<file path="src/rtl/fanout_fork_ctrl.sv">
// ---------------------------------------------------------------------------
// fanout_fork_ctrl
//
// Eager-fork controller. One upstream valid/ready token stream is broadcast
// to up to NUM_OUT consumers. The token sits in a one-entry buffer, and a
// per-consumer "sent" bit records who has already taken it. Consumers may
// accept in different cycles, and no consumer ever sees the same token twice.
// Upstream is released only once every enabled consumer has the token.
// The enable mask can be reloaded at runtime. A reload that arrives while a
// token is held is parked until the buffer drains.
//
// Ports
//   clk          clock
//   rst          synchronous active-high reset
//   cfg_load     one-cycle pulse that loads cfg_mask
//   cfg_mask     requested per-consumer enable mask
//   in_data      upstream token
//   in_valid     upstream valid
//   in_ready     upstream ready
//   out_data     broadcast token, shared by all consumers
//   out_valid    per-consumer valid
//   out_ready    per-consumer ready
//   active_mask  mask currently in force
//   cfg_pending  a mask load is waiting for the buffer to drain
//   busy         buffer holds a token
//   xfer_cnt     tokens fully delivered, wraps silently
// ---------------------------------------------------------------------------
module fanout_fork_ctrl #(
    parameter int NUM_OUT = 7,
    parameter int DATA_W  = 17,
    parameter int CNT_W   = 16
) (
    input  logic               clk,
    input  logic               rst,
    input  logic               cfg_load,
    input  logic [NUM_OUT-1:0] cfg_mask,
    input  logic [DATA_W-1:0]  in_data,
    input  logic               in_valid,
    output logic               in_ready,
    output logic [DATA_W-1:0]  out_data,
    output logic [NUM_OUT-1:0] out_valid,
    input  logic [NUM_OUT-1:0] out_ready,
    output logic [NUM_OUT-1:0] active_mask,
    output logic               cfg_pending,
    output logic               busy,
    output logic [CNT_W-1:0]   xfer_cnt
);

    typedef enum logic {
        EMPTY = 1'b0,
        FULL  = 1'b1
    } bufState_t;

    bufState_t          r_state;
    bufState_t          w_stateNext;
    logic [DATA_W-1:0]  r_bufData;
    logic [NUM_OUT-1:0] r_sent;
    logic [NUM_OUT-1:0] r_mask;
    logic [NUM_OUT-1:0] r_pendMask;
    logic               r_pend;
    logic [CNT_W-1:0]   r_cnt;

    logic               w_full;
    logic [NUM_OUT-1:0] w_outValid;
    logic [NUM_OUT-1:0] w_take;
    logic               w_done;
    logic               w_inReady;
    logic               w_capture;

    // Buffer occupancy register. Reset drops any held token outright, so a
    // reset in the middle of a transfer never counts as a completion.
    always_ff @(posedge clk) begin
        if (rst) begin
            r_state <= EMPTY;
        end else begin
            r_state <= w_stateNext;
        end
    end

    // A capture in the same cycle as a completion keeps the buffer FULL.
    // This gives back-to-back throughput of one token per cycle.
    always_comb begin
        w_stateNext = r_state;
        if (w_capture) begin
            w_stateNext = FULL;
        end else if (w_done) begin
            w_stateNext = EMPTY;
        end
    end

    // Handshake decode.
    // "done" means that every enabled consumer has either taken the token
    // earlier or takes it in this cycle. Upstream stays blocked during a
    // config load cycle and while a parked load waits. This keeps the mask
    // fixed for the whole life of a token. With a zero mask an accepted
    // token is sunk: it is never captured into the buffer.
    always_comb begin
        w_full     = (r_state == FULL);
        w_outValid = {NUM_OUT{w_full}} & r_mask & ~r_sent;
        w_take     = w_outValid & out_ready;
        w_done     = w_full && ((r_mask & ~(r_sent | w_take)) == '0);
        w_inReady  = ~r_pend & ~cfg_load & (~w_full | w_done);
        w_capture  = in_valid & w_inReady & (r_mask != '0);
    end

    // Token payload and per-consumer delivery tracking.
    // A new capture clears the sent bits. Otherwise each consumer's take
    // is accumulated into its sent bit.
    always_ff @(posedge clk) begin
        if (rst) begin
            r_bufData <= '0;
            r_sent    <= '0;
        end else if (w_capture) begin
            r_bufData <= in_data;
            r_sent    <= '0;
        end else begin
            r_sent    <= r_sent | w_take;
        end
    end

    // Completed-token counter. It wraps naturally at 2^CNT_W.
    always_ff @(posedge clk) begin
        if (rst) begin
            r_cnt <= '0;
        end else if (w_done) begin
            r_cnt <= r_cnt + 1'b1;
        end
    end

    // Mask configuration.
    // While the buffer is full, including the cycle in which it completes,
    // a load is parked in pend_mask. The last write wins. The parked mask
    // applies on the first empty cycle. A direct load in an empty cycle
    // supersedes anything still parked.
    always_ff @(posedge clk) begin
        if (rst) begin
            r_mask     <= '0;
            r_pend     <= 1'b0;
            r_pendMask <= '0;
        end else if (w_full) begin
            if (cfg_load) begin
                r_pend     <= 1'b1;
                r_pendMask <= cfg_mask;
            end
        end else if (cfg_load) begin
            r_mask <= cfg_mask;
            r_pend <= 1'b0;
        end else if (r_pend) begin
            r_mask <= r_pendMask;
            r_pend <= 1'b0;
        end
    end

    assign in_ready    = w_inReady;
    assign out_data    = r_bufData;
    assign out_valid   = w_outValid;
    assign active_mask = r_mask;
    assign cfg_pending = r_pend;
    assign busy        = w_full;
    assign xfer_cnt    = r_cnt;

endmodule
</file>
<file path="config.mk">
export PLATFORM = sky130hd
export DESIGN_NAME = fanout_fork_ctrl
export DESIGN_NICKNAME = d
export VERILOG_FILES = /design/src/rtl/fanout_fork_ctrl.sv
export SDC_FILE = /design/constraint.sdc
export NUM_CORES = 1
export LEC_CHECK = 0
export BUFFER_PORTS_ARGS = -buffer_cell sky130_fd_sc_hd__buf_2
export CAP_MARGIN = 20
export CORE_ASPECT_RATIO = 0.5
export CORE_MARGIN = 5
export CORE_UTILIZATION = 50
export CTS_BUF_LIST = sky130_fd_sc_hd__clkbuf_16
export DETAILED_ROUTE_END_ITERATION = 6
export PLACE_DENSITY = 0.79
export SLEW_MARGIN = 10
export SYNTH_ARGS = -nofsm -noshare
export SYNTH_HDL_FRONTEND = slang
export SYNTH_SLANG_ARGS = --single-unit
export TNS_END_PERCENT = 100
</file>
<file path="constraint.sdc">
create_clock -name clk -period 3 [get_ports clk]
set_input_delay 0.3 -clock clk [delete_from_list [all_inputs] [get_ports clk]]
set_output_delay 0.3 -clock clk [all_outputs]
set_load 0.005 [all_outputs]
</file>
==> impl_metrics.env <==
export IMPL_grt_pass1_vias=2182
export IMPL_cts_tree="yes"
export IMPL_n_fill_cell=455
export IMPL_fin_tns_setup_ps=0
export IMPL_initial_utilization_pct=51.48
export IMPL_outcome="finished clean"
export IMPL_reg2regPathDepth=6
export IMPL_p_switching_uw=409.3
export IMPL_path_max_fanout=24
export IMPL_clockBufferDepth=2
export IMPL_max_freq_mhz=380.3
export IMPL_syn_inst=290
export IMPL_grt_max_degree=74
export IMPL_drc_errors=0
export IMPL_hpwl_um=4342
export IMPL_final_core_util_pct=63.35
export IMPL_slew_violations=0
export IMPL_cp_start_kind="register"
export IMPL_cts_resized_gates=0
export IMPL_sw_frac_of_total_pct=25.73
export IMPL_drtAntennaViolNets=0
export IMPL_die_x_um=110.5
export IMPL_ys_flop_type="dfxtp_1"
export IMPL_cts_hold_buf=0
export IMPL_hp_class="in -> reg"
export IMPL_grt_busiest_layer="met2"
export IMPL_clock_latency_ps=290
export IMPL_finalHoldViolations=0
export IMPL_clkSlewWorstSetupHoldPaths_ps=70
export IMPL_power_density_nw_per_um2=511.3
export IMPL_syn_nets=326
export IMPL_final_nets=401
export IMPL_min_period_over_period_pct=87.64
export IMPL_syn_area_per_cell_um2=8.715
export IMPL_antenna_found_initial=0
export IMPL_seqPwrFrac_pct=50.7
export IMPL_p_leak_nw=1.316
export IMPL_portBuffers=84
export IMPL_diodes=0
export IMPL_drtPass1Iterations=4
export IMPL_crit_end="xfer_cnt[9]$_SDFFE_PP0P_"
export IMPL_crit_arrival_ps=2840
export IMPL_cts_root_buf="clkbuf_16"
export IMPL_grt_usage_pct=17.61
export IMPL_synth_enable_flop_cells=0
export IMPL_r2r_setup_slack_ps=370
export IMPL_ys_seq_area_share_pct=44.36
export IMPL_internal_power_mw=1.181
export IMPL_ys_seq_elements=56
export IMPL_synth_top_area_share_pct=44.36
export IMPL_area_growth_pct=23.07
export IMPL_numCtsBuffers=5
export IMPL_grt_ovfl_total=0
export IMPL_io_pins=85
export IMPL_worst_ep_required_time_ps=3210
export IMPL_use_met1_pct=19.10
export IMPL_placementRows=18
export IMPL_cts_num_sinks=56
export IMPL_worst_slack_ps=370.8
export IMPL_setup_viol=0
export IMPL_path_class="reg -> reg"
export IMPL_wirelength_um=6020
export IMPL_vdd_drop_max_mv=0.2650
export IMPL_p_comb_share_pct=13.2
export IMPL_setup_worst_path_start="busy$_SDFFE_PP0P_"
export IMPL_drtIter0Drc=165
export IMPL_tightestPinTransition_ps=1046
export IMPL_synth_largest_area_cell="dfxtp_1"
export IMPL_clkPwrFrac_pct=36.1
export IMPL_rsz0062_at_grt="no"
export IMPL_slew_headroom_pct=30.27
export IMPL_async_flop_share_pct=0
export IMPL_synth_area_leaders="dfxtp_1 (44%), mux2i_1 (9.9%), nand2b_1 (8.4%)"
export IMPL_post_drt_via_cell_ratio=5.271
export IMPL_grt_pass1_wl_um=9618
export IMPL_cap_violations=0
export IMPL_synth_distinct_cells=32
export IMPL_core_area_um2=4910
export IMPL_yosys_warnings=0
export IMPL_htree_levels=2
export IMPL_fp_dieH_um=60.28
export IMPL_worst_r2r_startpoint="busy$_SDFFE_PP0P_"
export IMPL_drive_above_1_share_pct=26.23
export IMPL_use_met2_pct=32.93
export IMPL_fin_crit_ps=2629
export IMPL_vias=2298
export IMPL_dp_slack_ps=403.9
export IMPL_reg2reg_to="xfer_cnt[9]$_SDFFE_PP0P_"
export IMPL_gp_congestion=0.7934
export IMPL_dieArea_um2=6663
export IMPL_grtUsageMet3_pct=4.752
export IMPL_cts_setup_buffers=0
export IMPL_holdPathStages=3
export IMPL_cp_end_kind="register"
export IMPL_wl_per_cell_um=13.81
export IMPL_netlist_area_um2=2527
export IMPL_fin_skew_ps=5.284
==> synthesized netlist by cell type, types with 2 or more instances <==
master / number
nand4_1: 4
nand2b_1: 34
a211oi_1: 7
buf_6: 2
nand3_1: 12
clkbuf_1: 15
nand2_1: 25
a32oi_1: 2
and2_1: 2
or4_1: 6
a21oi_1: 22
inv_1: 7
mux2i_1: 25
nor2b_1: 4
and3_1: 2
a31oi_1: 7
nor2_1: 18
or3_1: 8
o31ai_1: 5
o21ai_0: 8
dfxtp_1: 56
nor3_1: 9
==> cell type report <==
| type | instances | area (um2) | share of cell area, % |
|---|---|---|---|
| clock inverters | 3 | 18.77 | 0.6034 |
| repair buffers | 86 | 435.4 | 14.00 |
| multi-input cells | 209 | 1296 | 41.67 |
| clock buffers | 5 | 125.1 | 4.023 |
| flip-flops and latches | 56 | 1121 | 36.04 |
| well taps | 70 | 87.58 | 2.816 |
| inverters | 7 | 26.28 | 0.8447 |
==> cell families after synthesis <==
logic type	Yosys count	share of synthesized area (%)
compound gates	55	13.37
xor+xnor	2	0.6932
fa+ha+maj	1	0.4950
buf+inv	25	4.356
flops	56	44.36
mux	25	9.901
simple gates	126	26.83
==> metal layers <==
metal	wire length [um]	vias to the layer above
li1	-	1173
met5	0	-
met4	133	0
met1	2523	1050
met3	329	13
met2	3033	62
==> power groups by stage <==
stage	Combinational, mW	Sequential, mW	Clock (mW)
after detailed placement	0.211	0.822	0
after global placement	0.204	0.821	0
final	0.210	0.806	0.574
after global routing	0.233	0.811	0.607
after floorplan	0.134	0.818	0
after CTS	0.212	0.806	0.579
==> how the worst min path moves through the flow <==
stage	from	end	slack [ps]
floorplan	r_pendMask[0]$_SDFFE_PP0P_	r_pendMask[0]$_SDFFE_PP0P_	440
CTS	in_data[13]	out_data[13]$_SDFFE_PP0P_	260
detailed placement	r_pendMask[6]$_SDFFE_PP0P_	r_pendMask[6]$_SDFFE_PP0P_	450
global route	in_data[13]	out_data[13]$_SDFFE_PP0P_	260
finish	in_data[8]	out_data[8]$_SDFFE_PP0P_	260
global placement	r_pendMask[6]$_SDFFE_PP0P_	r_pendMask[6]$_SDFFE_PP0P_	440
==> per-stage QoR <==
step	total power, mW	std cells	hold slack (ps)	area, um2
finish	1.590	436	260.5	3110
global route	1.652	436	258.5	3110
CTS	1.596	436	259.9	3110
detailed placement	1.033	428	446.7	2967
global placement	1.024	428	441.6	2967
floorplan	0.9526	290	435.7	2527
==> cells in the final DEF (no fill, tap or decap) <==
cell type and count:
a211oi_1 7, a21oi_1 22, a222oi_1 1, a22oi_1 1, a31oi_1 7, a32oi_1 2, and2_1 2, and2b_1 1
and3_1 2, buf_2 84, buf_4 2, clkbuf_16 5, clkinv_2 2, clkinv_4 1, dfxtp_1 56, ha_1 1
inv_1 7, mux2i_1 25, nand2_1 25, nand2b_1 34, nand3_1 12, nand4_1 4, nor2_1 18, nor2b_1 4
nor3_1 9, nor4_4 1, o21ai_0 8, o21ba_2 1, o31ai_1 5, o41ai_1 1, or3_1 8, or4_1 6
xnor2_1 1, xor2_1 1
==> state kept, by name (all words and copies together) (netlist names) <==
register     cells
out_data        17
xfer_cnt        16
active_mask      7
r_pendMask       7
r_sent           7
busy             1
cfg_pending      1
==> worst max-delay path, stage by stage (launching register included) <==
cell and delay, ps:
dfxtp_1 520, buf_4 310, nand2_1 80, a32oi_1 340
nand4_1 490, or4_1 650, a21oi_1 150
(Power assumes the default switching activity.)
